$ cat src/rtl/pipe_addsub.sv
// Pipelined WIDTH-bit adder/subtractor: the carry chain is split into STAGES registered segments.
// Define PIPE_ADDSUB_OVF_EN to add the registered signed-overflow output ovf.
module pipe_addsub #(
    parameter int WIDTH  = 32,
    parameter int STAGES = 4
) (
    input  logic             clk,
    input  logic             rst,
    input  logic             ce,
    input  logic             in_valid,
    input  logic [WIDTH-1:0] a,
    input  logic [WIDTH-1:0] b,
    input  logic             cin,
    input  logic             sub,
    output logic             out_valid,
    output logic [WIDTH-1:0] s,
    output logic             cout
`ifdef PIPE_ADDSUB_OVF_EN
    ,
    output logic             ovf
`endif
);
    localparam int SEG = WIDTH / STAGES;

    logic [WIDTH-1:0]  b_eff;
    logic              c_eff;
    logic [STAGES-1:0] carry_reg;
    logic [STAGES-1:0] valid_reg;
`ifdef PIPE_ADDSUB_OVF_EN
    logic              top_a_msb;
    logic              top_b_msb;
    logic              top_s_msb;
    logic              ovf_reg;
`endif

    // Subtraction is folded in at the input: a + ~b + ~cin, so downstream stages only add.
    assign b_eff = sub ? ~b : b;
    assign c_eff = cin ^ sub;

    always_ff @(posedge clk) begin
        if (rst) begin
            valid_reg <= '0;
        end else if (ce) begin
            valid_reg[0] <= in_valid;
            for (int k = 1; k < STAGES; k++) begin
                valid_reg[k] <= valid_reg[k-1];
            end
        end
    end

    for (genvar gi = 0; gi < STAGES; gi++) begin : g_seg
        localparam int LO    = gi * SEG;
        localparam int DEPTH = STAGES - gi;

        logic [SEG-1:0] a_op;
        logic [SEG-1:0] b_op;
        logic           c_op;
        logic [SEG:0]   seg_sum;
        logic [SEG-1:0] res_reg [0:DEPTH-1];

        if (gi == 0) begin : g_direct
            assign a_op = a[SEG-1:0];
            assign b_op = b_eff[SEG-1:0];
            assign c_op = c_eff;
        end else begin : g_skew
            // Operands wait gi cycles so they meet the carry produced by segment gi-1.
            logic [SEG-1:0] a_dly_reg [1:gi];
            logic [SEG-1:0] b_dly_reg [1:gi];

            always_ff @(posedge clk) begin
                if (rst) begin
                    for (int k = 1; k <= gi; k++) begin
                        a_dly_reg[k] <= '0;
                        b_dly_reg[k] <= '0;
                    end
                end else if (ce) begin
                    a_dly_reg[1] <= a[LO +: SEG];
                    b_dly_reg[1] <= b_eff[LO +: SEG];
                    for (int k = 2; k <= gi; k++) begin
                        a_dly_reg[k] <= a_dly_reg[k-1];
                        b_dly_reg[k] <= b_dly_reg[k-1];
                    end
                end
            end

            assign a_op = a_dly_reg[gi];
            assign b_op = b_dly_reg[gi];
            assign c_op = carry_reg[gi-1];
        end

        assign seg_sum = {1'b0, a_op} + {1'b0, b_op} + {{SEG{1'b0}}, c_op};

        always_ff @(posedge clk) begin
            if (rst) begin
                carry_reg[gi] <= 1'b0;
                for (int k = 0; k < DEPTH; k++) begin
                    res_reg[k] <= '0;
                end
            end else if (ce) begin
                carry_reg[gi] <= seg_sum[SEG];
                res_reg[0]    <= seg_sum[SEG-1:0];
                for (int k = 1; k < DEPTH; k++) begin
                    res_reg[k] <= res_reg[k-1];
                end
            end
        end

        // Lower segments finish early and are delayed here so all of s lines up.
        assign s[LO +: SEG] = res_reg[DEPTH-1];

`ifdef PIPE_ADDSUB_OVF_EN
        if (gi == STAGES - 1) begin : g_top
            assign top_a_msb = a_op[SEG-1];
            assign top_b_msb = b_op[SEG-1];
            assign top_s_msb = seg_sum[SEG-1];
        end
`endif
    end

`ifdef PIPE_ADDSUB_OVF_EN
    always_ff @(posedge clk) begin
        if (rst) begin
            ovf_reg <= 1'b0;
        end else if (ce) begin
            ovf_reg <= (top_a_msb == top_b_msb) && (top_s_msb != top_a_msb);
        end
    end

    assign ovf = ovf_reg;
`endif

    assign cout      = carry_reg[STAGES-1];
    assign out_valid = valid_reg[STAGES-1];

endmodule

$ cat config.mk
export PLATFORM = sky130hd
export DESIGN_NAME = pipe_addsub
export DESIGN_NICKNAME = d
export VERILOG_FILES = /design/src/rtl/pipe_addsub.sv
export SDC_FILE = /design/constraint.sdc
export NUM_CORES = 1
export LEC_CHECK = 0
export BUFFER_PORTS_ARGS = -buffer_cell sky130_fd_sc_hd__buf_4
export CAP_MARGIN = 40
export CORE_MARGIN = 1.5
export CORE_UTILIZATION = 45
export DETAILED_ROUTE_END_ITERATION = 8
export PLACE_DENSITY = 0.75
export RECOVER_POWER = 50
export SETUP_SLACK_MARGIN = 0.05
export SLEW_MARGIN = 20
export SYNTH_ARGS = -nofsm -noshare
export SYNTH_HDL_FRONTEND = slang
export SYNTH_SLANG_ARGS = --single-unit
$ cat constraint.sdc
create_clock -name clk -period 7.8 [get_ports clk]
set_input_delay 0.78 -clock clk [delete_from_list [all_inputs] [get_ports clk]]
set_output_delay 0.78 -clock clk [all_outputs]
set_load 0.01 [all_outputs]
== Word level (Yosys, flattened, before mapping) ==
Memories as Yosys holds them, arrays and structs flattened.
Cells that the tools add are included.

* Add/subtract/negate cells: 8
* Multiply operators: 0
* Divide/modulo/power cells: 0
* $lt $le $gt $ge: 0
* Eq/ne operators: 0
* Shift operators: 0
* Mux-type cells: 29
* Bitwise operators: 23
* Reductions and logical operators: 1

{| class="wikitable"
|+ Operators with widths
! kind !! count
|-
| two-way mux 8 bit || 22
|-
| adder 8 x 8 -> 9 bit || 4
|-
| adder 9 x 1 -> 9 bit || 4
|-
| two-way mux 32 bit || 1
|-
| inverter 32 bit || 1
|-
| bitwise OR 1 bit || 21
|-
| OR reduction 8 bit || 1
|-
| two-way mux 1 bit || 6
|-
| XOR 1 bit || 1
|}

* Flip-flop bits (word level): 8
* Bits in latches: 0
* RAM bits: 176
* ROM bits: 0
* Input bits: 70
* Output and inout port bits: 34
* Memories kept: 10

{| class="wikitable"
|+ Memory list
! memory !! depth !! width !! read ports !! clocked after memory_dff !! write ports !! RTL line !! RTL
|-
| g_seg[0].res_reg || 4 || 8 || 4 || 0 || 4 || 59 || <nowiki>logic [SEG-1:0] res_reg [0:DEPTH-1];</nowiki>
|-
| g_seg[1].res_reg || 3 || 8 || 3 || 0 || 3 || 59 ||
|-
| g_seg[3].g_skew.a_dly_reg || 3 || 8 || 3 || 0 || 3 || 67 || <nowiki>logic [SEG-1:0] a_dly_reg [1:gi];</nowiki>
|-
| g_seg[3].g_skew.b_dly_reg || 3 || 8 || 3 || 0 || 3 || 68 || <nowiki>logic [SEG-1:0] b_dly_reg [1:gi];</nowiki>
|-
| g_seg[2].g_skew.a_dly_reg || 2 || 8 || 2 || 0 || 2 || 67 ||
|-
| g_seg[2].g_skew.b_dly_reg || 2 || 8 || 2 || 0 || 2 || 68 ||
|-
| 4 more memories || -- || -- || -- || -- || -- || -- ||
|}

== Depth between registers and ports, before layout ==
* Word-level depth: 5
* Depth in mapped cells: 9

== Worst setup path before layout ==
Ideal clock, no wire load.

* Path kind: in2reg
* From: in ce
* To: mem g_seg[0].res_reg[0][0] in the netlist's numbering (enable)
* Arrival time: 3.157 ns
* Required time: 7.337 ns
* Slack: 4.180 ns
* Stages on the path: 2
* Buffers on the path: 1
* Path through: buf_2 > or2_2

{| class="wikitable"
|+ RTL lines
! element !! RTL line !! RTL
|-
| from (decl) || 9 || <nowiki>input logic ce,</nowiki>
|-
| to (decl) || 59 ||
|}

==> metrics <==
syn_nets 745; RSZ-0062 raised after global routing false; # diodes 0; CP max FO 58; hold_ws 500 ps; crit share post-route 0.495; area grow syn2layout 14.9%; gr ovfl total 0; Die Wd 141 um; Pwr Density 230 nW/um^2; EDFF count, synth 176; Row Count 50; Slowest cell on crit path clkbuf_1; dpl ws 4390 ps; Synth Register Bits 184; Max-Cap Viols 1; H-tree lvl count 4; cell mode on critical path clkbuf_1; total track usage 0.154; Sequential Area 5450 um^2; clock-pin slew on the worst setup and hold paths 70 ps; worst setup path class in -> reg; Final Wtd Congestion 0.894; Reg-to-Reg Start g_seg[2].g_skew.a_dly_reg[2][0]; CP endpoint g_seg[2].res_reg[0][5]; Post-Route WL 14.8 mm; clock latency on the worst-skew pair 430 ps; DRC 0; CTS tree yes; setup ws final 3940 ps; commonest non-fill, non-tap cells in the layout 176 x edfxtp_1, 104 x and2_1, 71 x buf_4; num ports 104; number of global-route vias before repair 4867; Synth async-reset ratio 0; post-cts sizing count 0; CTS max path bufs 2; Top Layer Used met4; drt first pass iters 5; Worst Clk Skew 10.2 ps; Post-DP Area 9400 um^2; Tot Pwr 2.26 mW; sequential area share after synthesis 0.637; Worst EP required 7850 ps; Worst R2R End g_seg[2].res_reg[0][6]; ANT nets after route 0; HPWL Detailed 9.52 mm; Critical Path Start Type input port; pin count of the biggest net entering global routing 94; WL met2 7.76 mm; final hold vios 0; via count 4982; met1 wire length 6.18 mm; final core utilization 0.527; antenna violations before repair 0; warnings from Yosys 0; postcts setup bufs 0; commonest non-fill, non-tap cell in the layout edfxtp_1; critical-path cell list clkbuf_1 -> nand2b_2 -> clkbuf_1 -> nor3b_1 -> mux2i_1 -> o311ai_0; wire per inst 15.3 um; die area 19800 um^2; fin cells 970; crit path launch ce; Core Area 18600 um^2; achievable frequency 0.259 GHz; first-pass GRT wire length 23.9 mm; post-synthesis cell area 8550 um^2; Multi-input gate area 2770 um^2; Fill cells 1568; die height 141 um; failing checks max-capacitance violations, max-slew violations; initial DRC count 396; drt via density 5.14; Placed Cells 937; VDD IR max 0.169 mV; final layout net count 829; post-route cell area 9820 um^2; Root Driver clkbuf_16; largest stage delay on the critical path 1880 ps; most common flop cell mapped by yosys edfxtp_1; Post-Synthesis Cells 639; CTS hold repair buffers 0; Period minus WS final 3860 ps; Slew headroom -0.766; Starting Density 0.458; final setup fails 0; Leak 3.84 nW; Largest register FFs 80; worst r2r path cells 6; Num CTS Buffers 17; IO buf count 103; R2R setup slack 5410 ps; crit end category flop; synth unique cells 47; share of cells above drive strength 1 0.144; met3 wire len 675 um; worst min path class reg -> reg; Total Neg Setup Slack 0 ps; worst-margin pin slew 2650 ps; Crit path arrival time 3910 ps; pins over their slew limit 59; outcome finished, violations left; post-synthesis average cell area 13.4 um^2; CTS Sinks 184
[power by group]
part           switching (mW)  internal (mW)  leakage (nW)
Combinational           0.139          0.105          1.57
Sequential             0.0214           1.17          2.00
Clock                   0.359          0.466         0.269
Total                   0.520           1.74          3.84
[cells by family after synthesis]
| group | synth area share |
|---|---|
| flip-flops | 0.637 |
| multiplexers | 0.00820 |
| AND/OR/NAND/NOR | 0.157 |
| adder cells (fa/ha/maj) | 0.0597 |
| buffers and inverters | 0.0375 |
| XOR/XNOR | 0.0379 |
| AO/OA/AOI/OAI | 0.0625 |
[critical path: cells and delay by family]
kind / cells / cell delay (ps)
compound gates: 1 / 200
mux: 1 / 280
simple gates: 2 / 410
buf+inv: 2 / 2190
[final cells by class]
cell class              count  share of cell area
clock inverters            10             0.00981
well taps                 234              0.0298
repair buffers            108              0.0684
clock buffers              22              0.0483
multi-input cells         393               0.282
flip-flops and latches    184               0.555
inverters                  19             0.00726
[synth_stat cells (7+ instances only)]
library cell	number	area, um^2
ha_1	28	350
and2_1	126	788
buf_2	14	70.1
nand2b_1	7	43.8
nor3_1	13	65.1
buf_4	16	120
clkbuf_2	8	40.0
dfxtp_1	8	160
o21ai_0	20	100
a21oi_1	12	60.1
fa_1	8	160
a211oi_1	9	67.6
xnor2_1	27	236
xor2_1	10	87.6
mux2i_1	7	70.1
nand3_1	8	40.0
nor2_1	49	184
inv_1	19	71.3
edfxtp_1	176	5290
[how the worst min path moves through the flow]
stage                                          from                               to  slack, ps  depth (start not counted)
floorplan                              valid_reg[0]                     valid_reg[0]        460                          2
global placement                       valid_reg[1]                     valid_reg[1]        480                          2
detailed placement                     valid_reg[1]                     valid_reg[1]        490                          2
CTS                                    valid_reg[1]                     valid_reg[1]        510                          2
global route        g_seg[2].g_skew.b_dly_reg[1][0]  g_seg[2].g_skew.b_dly_reg[2][0]        530                          1
finish                                 valid_reg[3]                     valid_reg[3]        500                          2
[routing by layer]
metal | GRT usage | vias up
met2 | 0.271 | 134
li1 | - | 2449
met4 | 0.0515 | 0
met3 | 0.0350 | 20
met1 | 0.189 | 2379
met5 | 0 | -
(Power assumes the default switching activity.)
